==> config.mk <==
export PLATFORM = sky130hd
export DESIGN_NAME = cfg_mgmt_bridge
export DESIGN_NICKNAME = d
export VERILOG_FILES = /design/src/rtl/cfg_mgmt_pkg.sv /design/src/rtl/cfg_mgmt_bridge.sv
export SDC_FILE = /design/constraint.sdc
export NUM_CORES = 1
export LEC_CHECK = 0
export ABC_CLOCK_PERIOD_IN_PS = 3010
export CAP_MARGIN = 30
export CORE_MARGIN = 1
export CORE_UTILIZATION = 44
export CTS_BUF_LIST = sky130_fd_sc_hd__clkbuf_16
export CTS_CLUSTER_DIAMETER = 60
export DETAILED_ROUTE_END_ITERATION = 16
export PLACE_DENSITY = 0.86
export SYNTH_ARGS = -nofsm -noshare
export SYNTH_HDL_FRONTEND = slang
export SYNTH_SLANG_ARGS = --single-unit
==> constraint.sdc <==
create_clock -name user_clk -period 3.01 [get_ports user_clk]
set_input_delay 0.602 -clock user_clk [delete_from_list [all_inputs] [get_ports user_clk]]
set_output_delay 0.602 -clock user_clk [all_outputs]
set_load 0.01 [all_outputs]
==> src/rtl/cfg_mgmt_pkg.sv <==
// cfg_mgmt_pkg: shared types and constants for the cfg_mgmt bridge.
// Used by cfg_mgmt_bridge (optional timeout: CFG_MGMT_TIMEOUT_EN).
package cfg_mgmt_pkg;

    typedef enum logic [1:0] {
        ST_IDLE   = 2'd0,
        ST_ACCESS = 2'd1,
        ST_RESP   = 2'd2
    } cfg_state_t;

    localparam logic [15:0] TIMEOUT_CYCLES_DEF = 16'd1024;
    localparam logic [31:0] ERR_RD_DATA        = 32'hFFFF_FFFF;
    localparam logic [15:0] DROP_MAX           = 16'hFFFF;

    function automatic logic [15:0] sat_inc16(input logic [15:0] v);
        return (v == DROP_MAX) ? v : v + 16'd1;
    endfunction

endpackage

==> src/rtl/cfg_mgmt_bridge.sv <==
// cfg_mgmt_bridge: CSR-stage request pulses to the core cfg_mgmt port.
// Optional ACCESS timeout compiled in with `define CFG_MGMT_TIMEOUT_EN.
module cfg_mgmt_bridge
    import cfg_mgmt_pkg::*;
#(
    parameter logic [15:0] TIMEOUT_CYCLES = TIMEOUT_CYCLES_DEF,
    parameter int          ADDR_W         = 19
) (
    input  logic              user_clk,
    input  logic              user_reset_n,
    input  logic              req_write,
    input  logic              req_read,
    input  logic [31:0]       req_addr,
    input  logic [31:0]       req_wr_data,
    input  logic [3:0]        req_byte_enable,
    input  logic              req_type1,
    output logic              busy,
    output logic              rsp_valid,
    output logic [31:0]       rsp_rd_data,
    output logic              rsp_timeout,
    output logic [15:0]       drop_count,
    output logic [ADDR_W-1:0] cfg_mgmt_addr,
    output logic              cfg_mgmt_write,
    output logic              cfg_mgmt_read,
    output logic [31:0]       cfg_mgmt_write_data,
    output logic [3:0]        cfg_mgmt_byte_enable,
    output logic              cfg_mgmt_type1_cfg_reg_access,
    input  logic [31:0]       cfg_mgmt_read_data,
    input  logic              cfg_mgmt_read_write_done
);

    cfg_state_t        r_state;
    logic              r_busy;
    logic              r_rsp_valid;
    logic [31:0]       r_rsp_rd_data;
    logic [15:0]       r_drop_count;
    logic [ADDR_W-1:0] r_addr;
    logic              r_wr;
    logic              r_rd;
    logic [31:0]       r_wdata;
    logic [3:0]        r_be;
    logic              r_type1;

    logic              w_req;
    logic              w_unused;

    assign w_req    = req_write | req_read;
    assign w_unused = ^{TIMEOUT_CYCLES, req_addr};

`ifdef CFG_MGMT_TIMEOUT_EN
    logic [15:0] r_wait;
    logic        r_rsp_timeout;
    logic        w_expire;

    // r_wait counts ACCESS cycles already spent without done
    assign w_expire    = (r_wait == TIMEOUT_CYCLES - 16'd1);
    assign rsp_timeout = r_rsp_timeout;
`else
    assign rsp_timeout = 1'b0;
`endif

    always_ff @(posedge user_clk or negedge user_reset_n) begin
        if (!user_reset_n) begin
            r_state       <= ST_IDLE;
            r_busy        <= 1'b0;
            r_rsp_valid   <= 1'b0;
            r_rsp_rd_data <= '0;
            r_drop_count  <= '0;
            r_addr        <= '0;
            r_wr          <= 1'b0;
            r_rd          <= 1'b0;
            r_wdata       <= '0;
            r_be          <= '0;
            r_type1       <= 1'b0;
`ifdef CFG_MGMT_TIMEOUT_EN
            r_wait        <= '0;
            r_rsp_timeout <= 1'b0;
`endif
        end else begin
            r_rsp_valid <= 1'b0;
            if (w_req && r_busy)
                r_drop_count <= sat_inc16(r_drop_count);

            unique case (r_state)
                ST_IDLE: begin
                    if (w_req) begin
                        r_addr  <= req_addr[ADDR_W-1:0];
                        r_wdata <= req_wr_data;
                        r_be    <= req_byte_enable;
                        r_type1 <= req_type1;
                        // write wins when both pulses coincide
                        r_wr    <= req_write;
                        r_rd    <= ~req_write;
                        r_busy  <= 1'b1;
                        r_state <= ST_ACCESS;
`ifdef CFG_MGMT_TIMEOUT_EN
                        r_wait  <= '0;
`endif
                    end
                end
                ST_ACCESS: begin
                    if (cfg_mgmt_read_write_done) begin
                        r_wr        <= 1'b0;
                        r_rd        <= 1'b0;
                        r_rsp_valid <= 1'b1;
                        r_state     <= ST_RESP;
                        if (r_rd)
                            r_rsp_rd_data <= cfg_mgmt_read_data;
                    end
`ifdef CFG_MGMT_TIMEOUT_EN
                    else if (w_expire) begin
                        r_wr          <= 1'b0;
                        r_rd          <= 1'b0;
                        r_rsp_valid   <= 1'b1;
                        r_rsp_timeout <= 1'b1;
                        r_state       <= ST_RESP;
                        if (r_rd)
                            r_rsp_rd_data <= ERR_RD_DATA;
                    end else begin
                        r_wait <= r_wait + 16'd1;
                    end
`endif
                end
                ST_RESP: begin
                    r_busy  <= 1'b0;
                    r_state <= ST_IDLE;
`ifdef CFG_MGMT_TIMEOUT_EN
                    r_rsp_timeout <= 1'b0;
`endif
                end
                default: begin
                    r_busy  <= 1'b0;
                    r_wr    <= 1'b0;
                    r_rd    <= 1'b0;
                    r_state <= ST_IDLE;
                end
            endcase
        end
    end

    assign busy                          = r_busy;
    assign rsp_valid                     = r_rsp_valid;
    assign rsp_rd_data                   = r_rsp_rd_data;
    assign drop_count                    = r_drop_count;
    assign cfg_mgmt_addr                 = r_addr;
    assign cfg_mgmt_write                = r_wr;
    assign cfg_mgmt_read                 = r_rd;
    assign cfg_mgmt_write_data           = r_wdata;
    assign cfg_mgmt_byte_enable          = r_be;
    assign cfg_mgmt_type1_cfg_reg_access = r_type1;

endmodule

==> results by group <==
Status
  • Status: complete, no violations

Synthesis
  • Synthesized area per cell: approximately 15 um^2
  • Number of distinct library cell variants in the gate-level netlist after synthesis: 33
  • Most numerous cell in the Yosys netlist: sky130_fd_sc_hd__dfrtp_1
  • Gate count after technology mapping: between 200 and 300
  • Synthesized Nets: approximately 400
  • Sequential area share after synthesis: 0.626
  • Top flip-flop cell by instance count after synthesis: sky130_fd_sc_hd__dfrtp_1
  • Total of warnings raised by yosys: 0
  • Number of synthesized register bits: 110
  • Number of enable-type register cells in the synthesized netlist: 0
  • Synthesized cell area: approximately 4400 um^2
  • Commonest cells in the synthesized netlist: 110 x sky130_fd_sc_hd__dfrtp_1, 72 x sky130_fd_sc_hd__mux2_2, 18 x sky130_fd_sc_hd__mux2_4
  • Yosys top cell area share: 0.626
  • Biggest area consumer among synthesized cells: sky130_fd_sc_hd__dfrtp_1
  • Asr flop ratio synth: 1.00
  • Synth top area cells: sky130_fd_sc_hd__dfrtp_1 63%, sky130_fd_sc_hd__mux2_2 18%, sky130_fd_sc_hd__mux2_4 6.1%

Setup path
  • Data required time at the worst endpoint: between 3 and 4 ns
  • Biggest fanout along the worst timing path: 18
  • Kind of cell adding the most delay to the critical path: buffers and inverters
  • Worst reg2reg setup slack: between 1 and 1.5 ns
  • Startpoint of the lowest-slack register-to-register path: r_state[0]
  • Capturing element type of the critical path: flop
  • Number of buffer and inverter stages on the critical path: 2
  • Arrival time of the worst setup path: approximately 2.5 ns
  • Kind of start point of the critical path: input port
  • Delay contributed by the slowest stage of the critical path: 0.62 ns
  • Ordered cell list for the critical path: clkdlybuf4s50_1 > nor2_1 > or3_2 > buf_4 > mux2_2
  • Critical path startpoint: req_write
  • Slowest cell on the critical path: sky130_fd_sc_hd__or3_2
  • Critical Setup Path Class: in2reg

Clocking
  • Longest Clk Path Bufs: 2
  • Count of instances resized after the clock tree is built: 0
  • Setup fix buffers added after clock tree synthesis: 0
  • CTS hold repair buffers: 0
  • Clock tree from TritonCTS: done
  • CTS Root Buffer Type: sky130_fd_sc_hd__clkbuf_16
  • Number of buffers created by CTS: 9
  • Clock sink count: 110
  • Count of H-tree levels built during CTS: 3
  • CTS clk-pin slew, worst paths: ~0.070 ns
  • Source-to-sink clock delay at the later pin of the worst-skew pair: between 0.3 and 0.4 ns

STA
  • Achievable clock frequency: approximately 450 MHz
  • Final total negative setup slack: 0 ns
  • Final Hold Viols: 0
  • Final cycle utilization of the critical path: 0.739
  • Worst setup skew after layout: 0.00786 ns
  • Unrepaired setup endpoints after global routing: no
  • Crit path time final: roughly 2.2 ns
  • Post-layout worst setup margin: 0.785 ns
  • Worst slew margin relative to its limit: 0.581
  • Total of endpoints with negative setup slack in the final report: 0
  • Number of slew-limit violations in the final report: 0
  • Transition at the pin with the smallest max-transition slack: 0.628 ns

Detailed routing
  • Vias per std cell: 4.88
  • DR top layer: met4
  • Routed length on met2: roughly 5.1 mm
  • Total Wirelength: 10.0 mm
  • Router iterations before antenna repair: 4
  • Number of DRC markers after the initial detailed-route iteration: 54
  • Remaining design rule violation count: 0
  • ANT nets after route: 0
  • Routed length per instance: ~16 um
  • Vias: 3052
  • Routed length on met1: 3.93 mm
  • Wire length on met3: approximately 820 um

Floorplanning
  • Die span in x: 102 um
  • Die height: 102 um
  • Row count: 36
  • Initial Utilization: 0.452
  • Die footprint: roughly 10000 um^2
  • Top-level port count: about 220
  • Area of the core: ~9700 um^2

Power
  • Worst vdd ir: 0.479 mV
  • Total power divided by cell area: about 990 nW/um^2
  • Overall Power: 6.77 mW
  • Total leakage power: 2.92 nW

Layout
  • Fin area: between 6000 and 7000 um^2
  • Share of cells above drive strength 1: 0.223
  • Antenna diode count: 0
  • Nets: between 500 and 600
  • Non-Filler Instances: about 630
  • Area Overhead vs Synth: 54.9%

GRT
  • Number of global-route vias before repair: roughly 3000
  • Total gr overflow: 0
  • Global-route wire length before repair: between 15 and 20 mm
  • Pin count of the biggest net entering global routing: 50
  • Number of antenna violations at the first check in global routing: 0
  • Global-route usage over all layers: 0.193

Place
  • Cell count after placement: between 600 and 700
  • Dpl cell area: 6540 um^2
  • Count of port buffers added during placement: 200
  • DP Worst Slack: about 0.44 ns
  • Final HPWL from detailed placement: around 7.6 mm
  • RePlAce Congestion: about 0.81

Min path
  • Classification of the worst-slack hold path: in2async

Run
  • Number of max-cap violations: 0
-- final timing paths --
check,endpoint,cells after the start
max reg2reg,cfg_mgmt_write_data[19],3
min in group user_clk,drop_count[15],1
max in group asynchronous,rsp_rd_data[12],2
max,cfg_mgmt_write_data[19],5
min reg2reg,drop_count[15],1
min,cfg_mgmt_addr[8],1
-- report_power, final --
part           switching [mW]  internal, mW
clock network           0.475         0.624
logic                    1.10          2.00
registers               0.406          2.17
-- registers in the layout, summed over array words and instances, names as in the netlist --
signal / cells
cfg_mgmt_read: 1
cfg_mgmt_type1_cfg_reg_access: 1
cfg_mgmt_byte_enable: 4
r_state: 2
drop_count: 16
cfg_mgmt_write_data: 32
busy: 1
rsp_valid: 1
cfg_mgmt_write: 1
cfg_mgmt_addr: 19
rsp_rd_data: 32
-- area by class of cell --
| class | instances | area (um^2) |
|---|---|---|
| clock inverters | 4 | 42.5 |
| multi-input cells | 161 | 1550 |
| inverters | 4 | 15.0 |
| flip-flops and latches | 110 | 2750 |
| well taps | 133 | 166 |
| clock buffers | 9 | 225 |
| repair buffers | 205 | 2060 |
| fillers | 715 | 2920 |
-- logic make-up (layout without fill, tap and decap cells) --
logic type,after synthesis,after routing,synth area share
other,1,1,0.000853
xor gates and xnor gates,12,12,0.0239
buffers and inverters,17,222,0.0225
adders and majority gates,1,1,0.00284
DFF,110,110,0.626
AOI/OAI and AO/OA,13,13,0.0165
muxes,91,91,0.248
and+or+nand+nor,43,43,0.0592
-- cells in the final DEF (no fill, tap or decap), drive strengths merged, types with 2 or more instances in the layout --
master / synthesis / routed
nor4: 2 / 2
clkbuf: 2 / 9
nand4: 5 / 5
nor3b: 2 / 2
nand3: 5 / 5
clkinv: 0 / 2
xor2: 6 / 6
nor2b: 2 / 2
nor2: 7 / 7
nor3: 5 / 5
dfrtp: 110 / 110
o21ai: 7 / 7
and4: 2 / 2
or3: 2 / 2
nand3b: 2 / 2
inv: 4 / 5
nand2: 5 / 5
nand2b: 3 / 3
mux2: 91 / 91
a21oi: 3 / 3
buf: 11 / 6
clkdlybuf4s50: 0 / 199
xnor2: 6 / 6
-- metrics by stage --
| step | util | hold slack (ns) |
|---|---|---|
| detailed placement | 0.673 | 0.486 |
| CTS | 0.700 | 0.294 |
| global placement | 0.673 | 0.474 |
| finish | 0.700 | 0.278 |
| floorplan | - | 0.306 |
| global route | 0.700 | 0.333 |
-- worst register-to-register path, cell delays in order, from the launching register on --
cell and delay [ns]:
sky130_fd_sc_hd__dfrtp_1 0.44, sky130_fd_sc_hd__or3_2 0.71, sky130_fd_sc_hd__buf_4 0.30, sky130_fd_sc_hd__mux2_2 0.30
-- routing by layer --
metal	global-route usage	vias to the layer above
li1	-	1422
met2	0.326	122
met4	0.0659	0
met3	0.0575	11
met1	0.237	1497
met5	0	-
Power figures use the tool's default switching activity.
